File: src/rtl/dtc_seq_walker.sv
// Sequential decision-tree walker: one node-table lookup per cycle from root to leaf.
// The node table is a software-loaded register array that reads combinationally.
module dtc_seq_walker #(
    parameter int N_FEAT    = 9,
    parameter int ADDR_W    = 7,
    parameter int MAX_DEPTH = 16,
    parameter int ENTRY_W   = 2 + 4 + 2*ADDR_W
) (
    input  logic               clk,
    input  logic               rst,
    input  logic               in_valid,
    input  logic [N_FEAT-1:0]  in_data,
    output logic               in_ready,
    output logic               out_valid,
    output logic               out_class,
    output logic               out_err,
    input  logic               out_ready,
    input  logic               cfg_we,
    input  logic [ADDR_W-1:0]  cfg_addr,
    input  logic [ENTRY_W-1:0] cfg_wdata,
    output logic               cfg_ready
);
    localparam int DEPTH_W = $clog2(MAX_DEPTH + 1);
    localparam int TBL_N   = 2**ADDR_W;
    localparam logic [DEPTH_W-1:0] DEPTH_MAX = DEPTH_W'(MAX_DEPTH);
    localparam logic [4:0]         FEAT_LIM  = 5'(N_FEAT);

    typedef enum logic [1:0] {IDLE, WALK, DONE} state_t;

    state_t               state, state_nxt;
    logic [ENTRY_W-1:0]   tbl [TBL_N];
    logic [N_FEAT-1:0]    data;
    logic [ADDR_W-1:0]    node;
    logic [DEPTH_W-1:0]   depth;
    logic                 cls_q, err_q;

    logic [ENTRY_W-1:0]   entry;
    logic                 is_leaf, leaf_cls, bad_feat, at_max, feat_bit;
    logic [3:0]           feat;
    logic [ADDR_W-1:0]    child_f, child_t;

    assign entry    = tbl[node];
    assign leaf_cls = entry[0];
    assign is_leaf  = entry[1];
    assign feat     = entry[5:2];
    assign child_f  = entry[5+ADDR_W:6];
    assign child_t  = entry[5+2*ADDR_W:6+ADDR_W];
    assign bad_feat = {1'b0, feat} >= FEAT_LIM;
    assign at_max   = depth == DEPTH_MAX;

    // Index select without reaching past the feature vector for out-of-range indices.
    always_comb begin
        feat_bit = 1'b0;
        for (int i = 0; i < N_FEAT; i++)
            if (feat == 4'(i)) feat_bit = data[i];
    end

    always_ff @(posedge clk or posedge rst) begin
        if (rst) state <= IDLE;
        else     state <= state_nxt;
    end

    always_comb begin
        state_nxt = state;
        case (state)
            IDLE: if (in_valid) state_nxt = WALK;
            WALK: if (is_leaf || bad_feat || at_max) state_nxt = DONE;
            DONE: if (out_ready) state_nxt = IDLE;
            default: state_nxt = IDLE;
        endcase
    end

    always_comb begin
        in_ready  = state == IDLE;
        cfg_ready = state == IDLE;
        out_valid = state == DONE;
        out_class = cls_q;
        out_err   = err_q;
    end

    always_ff @(posedge clk or posedge rst) begin
        if (rst) begin
            data  <= '0;
            node  <= '0;
            depth <= '0;
            cls_q <= 1'b0;
            err_q <= 1'b0;
        end else begin
            case (state)
                IDLE: if (in_valid) begin
                    data  <= in_data;
                    node  <= '0;
                    depth <= '0;
                end
                WALK: begin
                    // Leaf wins over the abort checks, so a leaf at MAX_DEPTH is a valid result.
                    if (is_leaf) begin
                        cls_q <= leaf_cls;
                        err_q <= 1'b0;
                    end else if (bad_feat || at_max) begin
                        cls_q <= 1'b0;
                        err_q <= 1'b1;
                    end else begin
                        node  <= feat_bit ? child_t : child_f;
                        depth <= depth + 1'b1;
                    end
                end
                default: ;
            endcase
        end
    end

    always_ff @(posedge clk or posedge rst) begin
        if (rst) begin
            for (int i = 0; i < TBL_N; i++) tbl[i] <= ENTRY_W'(3);
        end else if (cfg_we && state == IDLE) begin
            tbl[cfg_addr] <= cfg_wdata;
        end
    end
endmodule
File: config.mk
export PLATFORM = sky130hd
export DESIGN_NAME = dtc_seq_walker
export DESIGN_NICKNAME = d
export VERILOG_FILES = /design/src/rtl/dtc_seq_walker.sv
export SDC_FILE = /design/constraint.sdc
export NUM_CORES = 2
export LEC_CHECK = 0
export BUFFER_PORTS_ARGS = -buffer_cell sky130_fd_sc_hd__buf_2
export CELL_PAD_IN_SITES_DETAIL_PLACEMENT = 0
export CELL_PAD_IN_SITES_GLOBAL_PLACEMENT = 1
export CORE_MARGIN = 5
export CORE_UTILIZATION = 45
export DETAILED_ROUTE_END_ITERATION = 6
export GPL_TIMING_DRIVEN = 0
export PLACE_DENSITY_LB_ADDON = 0.08
export SETUP_SLACK_MARGIN = 0.1
export SYNTH_ARGS = -nofsm -noshare
export SYNTH_HDL_FRONTEND = slang
export SYNTH_SLANG_ARGS = --single-unit
File: constraint.sdc
create_clock -name clk -period 121.1 [get_ports clk]
set_input_delay 30.275 -clock clk [delete_from_list [all_inputs] [get_ports clk]]
set_output_delay 30.275 -clock clk [all_outputs]
set_load 0.01 [all_outputs]
* Word-level counts from Yosys, hierarchy flattened
Cells that the tools add are included.
Cells by class: add/sub/neg operators 1, $lt $le $gt $ge 4, equality and inequality tests 16, multiplexer cells 32, bitwise logic cells 2, reduce and logical (&&, ||, !) cells 13
Operators by type and width (number):
- 2560-bit bitwise mux | 1
- 20-bit binary-select mux with 7-bit select | 1
- 20-bit demux with 7-bit select | 1
- 20-bit 2-to-1 mux | 3
- 7-bit 2-to-1 mux | 4
- 4-bit by 3-bit == test with 1-bit output (second input constant) | 4
- 8-bit greater-or-equal comparator (second input constant) | 2
- 7-bit inverter with 8-bit output | 2
- 5-bit 2-to-1 mux | 3
- 7-bit one-hot mux with 2 select lines | 1
- 1-bit 2-to-1 mux | 13
- 5-bit one-hot mux with 2 select lines | 1
- 4-bit by 2-bit == test with 1-bit output (second input constant) | 2
- 8-bit by 1-bit less-than comparator with 1-bit output (second input constant) | 1
- 2-bit != test (second input constant) | 4
- 2-bit 2-to-1 mux | 3
- 2-bit one-hot mux with 3 select lines | 1
- 5-bit by 1-bit adder with 5-bit output (second input constant) | 1
- 5-bit == test (second input constant) | 1
- 4-bit by 1-bit == test with 1-bit output (second input constant) | 1
- 4-bit == test (second input constant) | 1
- 4-bit greater-or-equal comparator (second input constant) | 1
- 4-bit zero test | 1
- 2-bit AND reduction | 2
- 9 further kinds | 13
Storage, ports and cells: flip-flop bits (word level) 2585, bits of input ports 41, output and inout port bits 5

* Depth between registers and ports, before layout
depth in word-level cells 18, mapped depth 18

* Worst setup path after synthesis
No wires, ideal clock.
path type input to register, start point input port cfg_addr[0], end point register tbl[1902] (netlist name), data arrival time 31822 ps, data required time 120975 ps, setup slack 89153 ps, cell stages on the path 6, buffers on the path 2, path through nand3b_1 > nor3_1 > clkbuf_1 > nand2_1 > clkbuf_1 > mux2_2
Between the ends: longest elaborated chain between the ends 6, elaborated cells on any way between the ends 7
RTL lines:
- from (decl) | line 19 | input logic [ADDR_W-1:0] cfg_addr,
- 7-bit inverter with 8-bit output (not written as such) (*) | line 117 | tbl[cfg_addr] <= cfg_wdata;
- 8-bit greater-or-equal comparator (not written as such) / 8-bit by 1-bit less-than comparator with 1-bit output (equally long branches) | line 117
- 1-bit logical AND (not written as such) | line 117
- 20-bit 2-to-1 mux (not written as such) | line 117
- 20-bit demux with 7-bit select (*) | line 117
- 2560-bit bitwise mux (*) | line 117
- to (signal, indexed assignment) | line 117
- to (decl) | line 31 | logic [ENTRY_W-1:0] tbl [TBL_N];
Every way passes the cells marked *; elsewhere a longest branch is shown, timed or not. A chain may end at the register's enable or synchronous reset.

* Worst setup path after layout
start point input port cfg_addr[4], end point register tbl[192] (netlist name)
The elaborated chain is that of the path after synthesis.

==> run summary <==
outcome -> complete, but fails checks
failing checks -> max-capacitance violations, max-slew violations
worst vdd ir -> 11.8 uV
Max-Cap Viols -> 12
FMAX -> 30.0 MHz
CP Max Fanout -> 10
setup violators final -> 0
Worst Path Required -> 121.87 ns
Core Area -> 262000 sq um
syn nets -> 7414
Mapped Area -> 118000 sq um
Starting Density -> 0.451
Yosys reg bits -> 2585
Final Hold Fails -> 0
HPWL after DPL -> 341 mm
top cells by area, synth -> dfrtp_1, mux2_2, mux4_2
leading area contributor after synthesis -> dfrtp_1
placed insts -> 10971
vias per cell -> 6.36
initial antenna violation count -> 29
WHS -> 0.493 ns
Routability Congestion -> 0.941
H-tree depth -> 5
post-CTS setup buffer count -> 0
DRT antenna net count -> 0
crit start category -> input pin
Clock transition at path regs -> 0.06 ns
grt ovf -> 0
pins over their slew limit -> 107
synth warn -> 0
port bufs -> 25
die area -> 273000 sq um
chip height -> 522 um
met1 Track Usage GR -> 0.476
Clock Sinks -> 2585
minimum clock period -> 33.33 ns
fraction of layout cells with a size suffix above 1 -> 0.548
leakage -> 62.6 nW
met2 Use GR -> 0.547
Die W -> 522 um
clk buf depth -> 4
Yosys top cell area share -> 0.494
Final Non-Filler Cells -> 11525
setup repair after global routing missed its margin -> false
Initial DRC Count -> 7295
Yosys cell types -> 65
Pwr Density -> 17.2 nW/um^2
routed len/inst -> 42.7 um
row cnt -> 188
ys flop type -> dfrtp_1
TritonRoute pass-1 iters -> 6
Max-slew headroom -> -0.0540
TritonCTS clock tree -> done
busiest grt layer -> met2
CP endpoint kind -> register
mean post-synth cell area -> 16.0 sq um
Area growth syn-to-layout -> 13.6%
count leader, synth -> mux2_2
Worst-Margin Slew -> 1.58 ns
Final nets -> 7805
Hold Path Class -> register to register
met3 Resource Use GR -> 0.0720
first-pass GRT wire length -> 664 mm
TNS Setup -> 0 ns
total wire length -> 492 mm
largest net degree at the start of global routing -> 136
# fillers -> 21971
critical path class -> input pin to register
clock latency on the worst-skew pair -> 0.93 ns
vias in the first global route -> 75545
Post-Synthesis Cells -> 7371
WP data arrival -> 34.11 ns
fin crit share -> 0.275
post-CTS sizing -> 0
IO Pins -> 46
register area share after synthesis -> 0.551
vias post-DR -> 73274
ys async rst share -> 1.00
CTS hold repair buffers -> 0
DRC -> 0
cts bufs inserted -> 296
Clock Skews -> 0.0409 ns
gr usage total -> 0.361
CTS Root Cell -> clkbuf_16
synth cell count leaders -> mux2_2, dfrtp_1, mux4_2
number of flops mapped to enable cells by yosys -> 0
[worst max-delay path, stage by stage]
cell      delay, ns
buf_2          0.17
clkbuf_1       0.69
nor2b_1        0.85
nand3_1        0.20
nor2_1         0.29
clkbuf_1       1.18
mux2_2         0.43
[area by class of cell]
type / instances / area [sq um] / area share
diodes: 17 / 42.5 / 0.000317
plain buffers: 767 / 3350 / 0.0250
clock buffers: 457 / 8920 / 0.0665
clock inverters: 72 / 920 / 0.00685
inverters: 15 / 63.8 / 0.000476
multi-input cells: 4004 / 49900 / 0.372
flip-flops and latches: 2585 / 65000 / 0.484
well taps: 3515 / 4400 / 0.0328
repair buffers: 93 / 1620 / 0.0121
[per-layer routing]
layer	vias up	wire [um]
met3	1072	33800
li1	28357	-
met5	-	34
met2	3092	221000
met1	40747	198000
met4	6	39200
[report_power, final]
group	switching [mW]	internal, mW
logic	0.249	0.153
clock network	0.379	0.542
registers	0.0390	0.947
[through the flow]
| step | util | setup WS [ns] | power [mW] | cell area, sq um |
|---|---|---|---|---|
| 3_5_place_dp | 0.474 | 86.95 | 1.39 | 124000 |
| 4_1_cts | 0.512 | 87.89 | 2.31 | 134000 |
| 6_report | 0.513 | 87.77 | 2.31 | 134000 |
| 5_1_grt | 0.512 | 87.84 | 2.37 | 134000 |
| 2_1_floorplan | - | 18.18 | 1.22 | 118000 |
| 3_3_place_gp | 0.468 | -8.18 | 1.39 | 123000 |
[path summary, 6_finish.rpt]
kind                                  start   endpoint  slack [ns]  cells after the start
worst max-delay path            cfg_addr[4]   tbl[192]       87.77                      7
worst min-delay path              out_class  out_class        0.49                      1
worst max register to register      node[4]    node[4]      112.91                     13
worst min register to register    out_class  out_class        0.49                      1
max in group asynchronous               rst  tbl[1874]       88.25                      8
min in group asynchronous               rst   tbl[762]       29.60                      3
[cell families after synthesis]
logic type                 Yosys count  share of synthesized area
AOI/OAI and AO/OA                  211                     0.0126
adders and majority gates            2                   0.000212
buffers and inverters              782                     0.0275
DFF                               2585                      0.551
muxes                             3405                      0.394
and+or+nand+nor                    386                     0.0150
[state kept, by name (all words and copies together), names as in the netlist]
signal,flops
depth,5
node,7
tbl,2560
data,9
out_class,1
out_err,1
state,2
[cell usage in the layout (no fill, tap or decap), types with 5 or more instances in the layout]
master and n:
clkinv_8 9, buf_4 33, a22oi_1 34, a211o_1 6
clkbuf_8 76, clkbuf_2 116, nor2_1 90, clkinv_2 32
nor3_1 35, inv_6 8, buf_8 17, a32o_1 7
nand2_1 154, nor2b_1 15, dfrtp_1 2329, buf_2 99
nand3_1 23, clkbuf_1 582, nand2b_1 17, inv_1 12
o21ai_0 30, buf_16 32, a31oi_1 5, o31ai_1 5
dfstp_2 256, a21oi_1 28, clkbuf_16 303, buf_12 17
diode_2 17, mux2i_1 68, buf_1 26, bufinv_16 16
o22ai_1 25, buf_6 16, mux2_2 2602, a211oi_1 25
and2_1 18, a221oi_1 10, mux4_2 731
(Power assumes the default switching activity.)
